$ cat src/rtl/compute_pkg.sv
// ---------------------------------------------------------------------------
// compute_pkg
// Shared types and constants for the compute_burst block: the controller
// state enumeration and the memory-request opcode encodings.
// ---------------------------------------------------------------------------
package compute_pkg;

  // Controller states, in the order a normal transfer walks through them
  typedef enum logic [2:0] {
    IDLE,
    READ_REQ,
    READ_DATA,
    WRITE_REQ,
    WRITE_DATA,
    DONE
  } state_t;

  // Memory request opcodes
  localparam logic OP_RD = 1'b0;
  localparam logic OP_WR = 1'b1;

endpackage

$ cat src/rtl/compute_burst_fifo.sv
// ---------------------------------------------------------------------------
// compute_burst_fifo
// Single-clock FIFO that holds the processed beats of one burst between the
// read phase and the write phase.
//
// Parameters:
//   WIDTH  data width in bits
//   DEPTH  number of entries
// Ports:
//   clock      clock
//   reset      synchronous, active-high; empties the FIFO
//   push       write push_data (ignored when full)
//   push_data  data to store
//   pop        drop the head entry (ignored when empty)
//   pop_data   head entry (valid when !empty)
//   full       no free entries
//   empty      no stored entries
// ---------------------------------------------------------------------------
module compute_burst_fifo #(
  parameter int WIDTH = 64,
  parameter int DEPTH = 16
) (
  input  logic             clock,
  input  logic             reset,
  input  logic             push,
  input  logic [WIDTH-1:0] push_data,
  input  logic             pop,
  output logic [WIDTH-1:0] pop_data,
  output logic             full,
  output logic             empty
);

  localparam int PTR_W = (DEPTH > 1) ? $clog2(DEPTH) : 1;
  localparam int CNT_W = $clog2(DEPTH + 1);

  logic [WIDTH-1:0] storage [DEPTH];
  logic [PTR_W-1:0] wr_ptr;
  logic [PTR_W-1:0] rd_ptr;
  logic [CNT_W-1:0] count;
  logic             do_push;
  logic             do_pop;

  // Guard the handshakes so a misbehaving caller can never overflow or
  // underflow the occupancy counter
  assign do_push  = push && !full;
  assign do_pop   = pop && !empty;
  assign full     = (count == CNT_W'(DEPTH));
  assign empty    = (count == '0);
  assign pop_data = storage[rd_ptr];

  // Data storage needs no reset: only entries between the pointers are read
  always_ff @(posedge clock) begin
    if (do_push) begin
      storage[wr_ptr] <= push_data;
    end
  end

  // Pointers wrap explicitly so DEPTH need not be a power of two
  always_ff @(posedge clock) begin
    if (reset) begin
      wr_ptr <= '0;
      rd_ptr <= '0;
      count  <= '0;
    end else begin
      if (do_push) begin
        wr_ptr <= (wr_ptr == PTR_W'(DEPTH - 1)) ? '0 : wr_ptr + 1'b1;
      end
      if (do_pop) begin
        rd_ptr <= (rd_ptr == PTR_W'(DEPTH - 1)) ? '0 : rd_ptr + 1'b1;
      end
      case ({do_push, do_pop})
        2'b10:   count <= count + 1'b1;
        2'b01:   count <= count - 1'b1;
        default: count <= count;
      endcase
    end
  end

endmodule

$ cat src/rtl/compute_burst.sv
// ---------------------------------------------------------------------------
// compute_burst
// Copies `length` memory beats from inp_baddr to out_baddr in bursts of at
// most BURST_MAX beats, adding `imm` to every LANE_BITS-wide lane of each
// beat on the way through. Each burst is read completely into a local FIFO,
// then written back out, so the FIFO is empty at every burst boundary.
//
// Build option: define COMPUTE_BURST_SATURATE_EN to make the per-lane add
// saturate at 2^LANE_BITS-1 instead of wrapping.
//
// Ports:
//   clock, reset                    clock, synchronous active-high reset
//   mem_req_valid/ready             burst request handshake
//   mem_req_opcode/len/addr         OP_RD/OP_WR, beats-1, byte address
//   mem_wr_valid/ready, mem_wr_bits write beat channel
//   mem_rd_valid/ready, mem_rd_bits read beat channel
//   launch                          start pulse (honoured only in IDLE)
//   finish                          one-cycle done pulse
//   length, inp_baddr, out_baddr    total beats, source and destination base
//   imm                             per-lane addend
// ---------------------------------------------------------------------------
module compute_burst
  import compute_pkg::*;
#(
  parameter int MEM_LEN_BITS  = 8,
  parameter int MEM_ADDR_BITS = 64,
  parameter int MEM_DATA_BITS = 64,
  parameter int LANE_BITS     = 8,
  parameter int BURST_MAX     = 16
) (
  input  logic                     clock,
  input  logic                     reset,
  output logic                     mem_req_valid,
  input  logic                     mem_req_ready,
  output logic                     mem_req_opcode,
  output logic [MEM_LEN_BITS-1:0]  mem_req_len,
  output logic [MEM_ADDR_BITS-1:0] mem_req_addr,
  output logic                     mem_wr_valid,
  input  logic                     mem_wr_ready,
  output logic [MEM_DATA_BITS-1:0] mem_wr_bits,
  input  logic                     mem_rd_valid,
  output logic                     mem_rd_ready,
  input  logic [MEM_DATA_BITS-1:0] mem_rd_bits,
  input  logic                     launch,
  output logic                     finish,
  input  logic [31:0]              length,
  input  logic [63:0]              inp_baddr,
  input  logic [63:0]              out_baddr,
  input  logic [LANE_BITS-1:0]     imm
);

  localparam int NL         = MEM_DATA_BITS / LANE_BITS;
  localparam int CNT_W      = MEM_LEN_BITS + 1;
  localparam int BEAT_BYTES = MEM_DATA_BITS / 8;

  state_t                   state;
  state_t                   next_state;
  logic [31:0]              remaining;
  logic [MEM_ADDR_BITS-1:0] rd_addr;
  logic [MEM_ADDR_BITS-1:0] wr_addr;
  logic [LANE_BITS-1:0]     imm_q;
  logic [CNT_W-1:0]         beat_cnt;
  logic [CNT_W-1:0]         burst_n;
  logic                     last_beat;
  logic                     last_burst;
  logic                     rd_fire;
  logic                     wr_fire;
  logic                     finish_q;
  logic [MEM_DATA_BITS-1:0] processed;
  logic [MEM_DATA_BITS-1:0] fifo_head;
  logic                     fifo_full;
  logic                     fifo_empty;
  logic [MEM_ADDR_BITS-1:0] burst_bytes;

  // Burst size only changes when `remaining` drops at the end of a burst, so
  // it is stable for the whole read/write pair of one burst
  assign burst_n     = (remaining > 32'(BURST_MAX)) ? CNT_W'(BURST_MAX) : CNT_W'(remaining);
  assign last_beat   = (beat_cnt == burst_n - CNT_W'(1));
  assign last_burst  = (remaining == 32'(burst_n));
  assign rd_fire     = mem_rd_valid && mem_rd_ready;
  assign wr_fire     = mem_wr_valid && mem_wr_ready;
  assign burst_bytes = MEM_ADDR_BITS'(burst_n) * MEM_ADDR_BITS'(BEAT_BYTES);
  assign finish      = finish_q;

  // Per-lane add of the captured immediate, independent per lane
  for (genvar g = 0; g < NL; g++) begin : g_lane
`ifdef COMPUTE_BURST_SATURATE_EN
    logic [LANE_BITS:0] lane_sum;
    assign lane_sum = {1'b0, mem_rd_bits[g*LANE_BITS +: LANE_BITS]} + {1'b0, imm_q};
    assign processed[g*LANE_BITS +: LANE_BITS] =
      lane_sum[LANE_BITS] ? {LANE_BITS{1'b1}} : lane_sum[LANE_BITS-1:0];
`else
    assign processed[g*LANE_BITS +: LANE_BITS] =
      mem_rd_bits[g*LANE_BITS +: LANE_BITS] + imm_q;
`endif
  end

  compute_burst_fifo #(
    .WIDTH (MEM_DATA_BITS),
    .DEPTH (BURST_MAX)
  ) u_fifo (
    .clock     (clock),
    .reset     (reset),
    .push      (rd_fire),
    .push_data (processed),
    .pop       (wr_fire),
    .pop_data  (fifo_head),
    .full      (fifo_full),
    .empty     (fifo_empty)
  );

  // State register
  always_ff @(posedge clock) begin
    if (reset) begin
      state <= IDLE;
    end else begin
      state <= next_state;
    end
  end

  // Next-state logic: a zero-length launch goes straight to DONE
  always_comb begin
    next_state = state;
    case (state)
      IDLE:       if (launch) next_state = (length == 32'd0) ? DONE : READ_REQ;
      READ_REQ:   if (mem_req_ready) next_state = READ_DATA;
      READ_DATA:  if (rd_fire && last_beat) next_state = WRITE_REQ;
      WRITE_REQ:  if (mem_req_ready) next_state = WRITE_DATA;
      WRITE_DATA: if (wr_fire && last_beat) next_state = last_burst ? DONE : READ_REQ;
      DONE:       next_state = IDLE;
      default:    next_state = IDLE;
    endcase
  end

  // Output decode from the current state; everything idles at zero
  always_comb begin
    mem_req_valid  = 1'b0;
    mem_req_opcode = OP_RD;
    mem_req_len    = '0;
    mem_req_addr   = '0;
    mem_rd_ready   = 1'b0;
    mem_wr_valid   = 1'b0;
    mem_wr_bits    = '0;
    case (state)
      READ_REQ: begin
        mem_req_valid  = 1'b1;
        mem_req_opcode = OP_RD;
        mem_req_len    = MEM_LEN_BITS'(burst_n - CNT_W'(1));
        mem_req_addr   = rd_addr;
      end
      READ_DATA: begin
        mem_rd_ready = !fifo_full;
      end
      WRITE_REQ: begin
        mem_req_valid  = 1'b1;
        mem_req_opcode = OP_WR;
        mem_req_len    = MEM_LEN_BITS'(burst_n - CNT_W'(1));
        mem_req_addr   = wr_addr;
      end
      WRITE_DATA: begin
        mem_wr_valid = !fifo_empty;
        mem_wr_bits  = fifo_empty ? '0 : fifo_head;
      end
      default: ;
    endcase
  end

  // Datapath: operands are captured only on an accepted launch so they stay
  // fixed for the whole transfer. finish is registered off DONE, which puts
  // the pulse one cycle after DONE and two cycles after a zero-length launch.
  always_ff @(posedge clock) begin
    if (reset) begin
      remaining <= '0;
      rd_addr   <= '0;
      wr_addr   <= '0;
      imm_q     <= '0;
      beat_cnt  <= '0;
      finish_q  <= 1'b0;
    end else begin
      finish_q <= (state == DONE);
      case (state)
        IDLE: begin
          beat_cnt <= '0;
          if (launch) begin
            remaining <= length;
            rd_addr   <= MEM_ADDR_BITS'(inp_baddr);
            wr_addr   <= MEM_ADDR_BITS'(out_baddr);
            imm_q     <= imm;
          end
        end
        READ_DATA: begin
          if (rd_fire) begin
            beat_cnt <= last_beat ? '0 : beat_cnt + CNT_W'(1);
          end
        end
        WRITE_DATA: begin
          if (wr_fire) begin
            if (last_beat) begin
              beat_cnt  <= '0;
              remaining <= remaining - 32'(burst_n);
              rd_addr   <= rd_addr + burst_bytes;
              wr_addr   <= wr_addr + burst_bytes;
            end else begin
              beat_cnt <= beat_cnt + CNT_W'(1);
            end
          end
        end
        default: ;
      endcase
    end
  end

endmodule

$ cat config.mk
export PLATFORM = sky130hd
export DESIGN_NAME = compute_burst
export DESIGN_NICKNAME = d
export VERILOG_FILES = /design/src/rtl/compute_pkg.sv /design/src/rtl/compute_burst_fifo.sv /design/src/rtl/compute_burst.sv
export SDC_FILE = /design/constraint.sdc
export NUM_CORES = 2
export LEC_CHECK = 0
export ABC_AREA = 1
export CORE_MARGIN = 2
export CORE_UTILIZATION = 60
export CTS_CLUSTER_DIAMETER = 60
export DETAILED_ROUTE_END_ITERATION = 7
export GPL_TIMING_DRIVEN = 0
export HOLD_SLACK_MARGIN = 0.08
export PLACE_DENSITY = 0.81
export SYNTH_ARGS = -nofsm -noshare
export SYNTH_HDL_FRONTEND = slang
export SYNTH_HIERARCHICAL = 1
export SYNTH_SLANG_ARGS = --single-unit
$ cat constraint.sdc
create_clock -name clock -period 9.4 [get_ports clock]
set_input_delay 2.82 -clock clock [delete_from_list [all_inputs] [get_ports clock]]
set_output_delay 2.82 -clock clock [all_outputs]
set_load 0.005 [all_outputs]
==> summary.md <==
| Metric | Value |
|---|---|
| Crit path kind | `reg2out` |
| Clock buffer count from CTS | `120` |
| Clock Skews | `~0.034 ns` |
| Starting density of the core | `between 60 and 70%` |
| Area contributors post-synth | `edfxtp_1 (51%), nand2_1 (7.6%), dfxtp_1 (6.6%)` |
| Initial antenna violation count | `15` |
| Sink Count | `1222` |
| Syn Area/Cell | `9.46 sq um` |
| Leading cell type by number of instances after synthesis | `nand2_1` |
| Failing checks | `DRC, capacitance limit, slew limit` |
| Routed len/inst | `26.7 um` |
| Ys async rst share | `0%` |
| Area of the multi-input gates | `around 0.02 sq mm` |
| Type of origin of the critical path | `register` |
| Min cycle time layout | `slightly above 8 ns` |
| Drt pass-1 iters | `8` |
| Fin crit share | `86.3%` |
| Clock Tree Buf Depth | `3` |
| Standard-cell rows | `115` |
| Final wirelength | `around 220 mm` |
| Fraction of the mapped netlist area in adder cells | `2.11%` |
| H-tree levels | `3` |
| Area leader, netlist | `edfxtp_1` |
| Synth top cells by count | `nand2_1 (1220), edfxtp_1 (1024), inv_1 (922)` |
| Post-synthesis cell count | `~6300` |
| Synth Area in Compound Gates | `11.4%` |
| F_max | `0.123 GHz` |
| Status | `finished, violations left` |
| Sum of negative setup slack | `0 ns` |
| Post-synthesis simple-gate area fraction | `16.7%` |
| CTS tree | `built` |
| Die area | `0.102 sq mm` |
| Layout area overhead | `17.4%` |
| Share of layout cells above drive strength 1 | `~6.7%` |
| Synth Area in XOR/XNOR | `approximately 2.3%` |
| Max-slew violations | `53` |
| Fill cell count | `6998` |
| Num ports | `379` |
| DR vias/cell | `6.24` |
| Synth unique cells | `49` |
| Post-synth EDFFs | `1024` |
| Yosys reg bits | `between 1000 and 1500` |
| Final hold violation count | `0` |
| PostCTS Resize Cnt | `0` |
| First-pass GRT wire length | `315 mm` |
| Antenna Violating Nets Remaining | `0` |
| Post-CTS setup buffers | `0` |
| Via count | `approximately 52000` |
| HP Class | `reg2reg` |
| Main combinational cell family by area after synthesis | `simple AND/OR/NAND/NOR gates` |
| Critical Path Sink Type | `output pin` |
| Worst slew pin tran | `between 1.5 and 2 ns` |
| Die Span Y | `320 um` |
| Largest net degree at the start of global routing | `35` |
| P_leak | `between 20 and 30 nW` |
| Seq/Total Area, Yosys | `57.9%` |
| Setup Viol. Count Final | `0` |
| Yosys top cell area share | `51.3%` |
| Mux share of post-synthesis cell area | `0.585%` |
| Vias in the first global route | `about 50000` |
| Hold-fix buffers, CTS | `0` |
| CP arrival | `5.29 ns` |
| Max rail drop VDD | `0.168 mV` |
| Post-detailed-placement half-perimeter wirelength | `156 mm` |
| Die X | `~320 um` |
| Register area | `0.0347 sq mm` |
| Final nets | `7208` |
| Worst Path Max Fanout | `10` |
| Pwr Total | `around 16 mW` |
| Count of input and output buffers | `377` |
| Leading register cell type out of synthesis | `edfxtp_1` |
| GRT Total Usage | `42.2%` |
| Routability cong. | `~1.1` |
| Mapped cell area | `0.0599 sq mm` |
| Clock transition at path regs | `0.06 ns` |
| Clock Latency Late Sink | `0.73 ns` |
| DRC | `7` |
| Synth warn | `6` |
| Overflow after GRT | `0` |
| MaxCap Viol Count | `6` |
| CP required | `6.58 ns` |
| PwrDens | `234 mW/mm^2` |
| Relative slew slack | `-14.5%` |
| Number of DRC markers in iteration 0 | `7851` |
| RSZ-0062 raised after global routing | `false` |
| Core area | `0.0987 sq mm` |
| Root Buffer | `clkbuf_16` |
[state kept, by name (all words and copies together) (netlist names), named ones only]
| name | cells |
|---|---|
| wr_addr | 64 |
| finish | 1 |
| u_fifo/storage | 1024 |
| u_fifo/rd_ptr | 4 |
| u_fifo/count | 5 |
| imm_q | 8 |
| remaining | 32 |
| rd_addr | 64 |
| beat_cnt | 9 |
| state | 3 |
| u_fifo/wr_ptr | 4 |
[path summary, 6_finish.rpt]
kind | from | endpoint | slack, ns | cells after the start
setup / recovery | state[0] | mem_req_addr[1] | 1.29 | 9
hold / removal | rd_addr[1] | rd_addr[1] | 0.46 | 2
hold reg to reg | rd_addr[1] | rd_addr[1] | 0.46 | 2
setup reg to reg | remaining[17] | rd_addr[51] | 4.16 | 24
[layer usage]
layer,share of wire (%),up-vias,GRT usage (%)
li1,-,22600,-
met1,33,24100,50.0
met2,46,4109,68.0
met3,12,890,9.03
met4,8.7,17,31.3
met5,0.065,-,0
[worst max-delay path: stages, from the launching register on]
cell	delay (ns)
dfxtp_1	0.38
inv_1	0.09
nor2_1	0.34
clkinv_1	0.48
nor2_1	0.89
inv_1	0.28
clkbuf_1	0.41
clkbuf_1	0.54
o22ai_1	0.46
clkdlybuf4s50_1	0.69
[cell usage in the layout (no fill, tap or decap), types with 51 or more instances in the layout]
cell and n:
buf_6 52, o21ai_1 76, clkbuf_1 122, ha_1 85, nand3_1 578, o21ai_0 325, dfxtp_1 198, clkdlybuf4s50_1 377
clkbuf_16 120, xor2_1 136, buf_2 97, inv_1 921, o211ai_1 256, edfxtp_1 1024, a21oi_1 492, nand2_1 1220
nor3_1 51, nor2_1 345, nand4_1 60
[power by group]
part / internal (mW) / switching (mW) / leakage, nW
combinational: 1.21 / 3.16 / 14.2
clock: 2.82 / 2.16 / 1.98
sequential: 6.70 / 0.386 / 10.8
[through the flow]
step | setup slack (ns) | std cells | area (sq um) | hold WS, ns | utilization, %
after CTS | 1.42 | 8267 | 70200 | 0.458 | 71.2
after floorplan | 2.63 | 6341 | 59900 | 0.430 | -
final | 1.29 | 8276 | 70300 | 0.464 | 71.2
after detailed placement | 2.21 | 8039 | 66100 | 0.450 | 67.0
after global routing | 1.32 | 8268 | 70300 | 0.486 | 71.2
after global placement | -0.836 | 8005 | 65300 | 0.444 | 66.2
[cell type report]
| type | count | share of cell area (%) |
|---|---|---|
| diodes | 8 | 0.0285 |
| plain buffers | 328 | 2.67 |
| clock buffers | 136 | 4.38 |
| clock inverters | 92 | 1.43 |
| inverters | 930 | 4.97 |
| multi-input cells | 3861 | 28.5 |
| flip-flops and latches | 1222 | 49.4 |
| well taps | 1287 | 2.29 |
| repair buffers | 412 | 6.40 |
[cell families after synthesis]
family          after synthesis
fa+ha+maj                    95
buf+inv                    1258
other cells                   2
simple gates               2348
flops                      1222
compound gates             1216
xor+xnor                    158
mux                          35
Note: power is estimated with default switching activity, not from simulation.
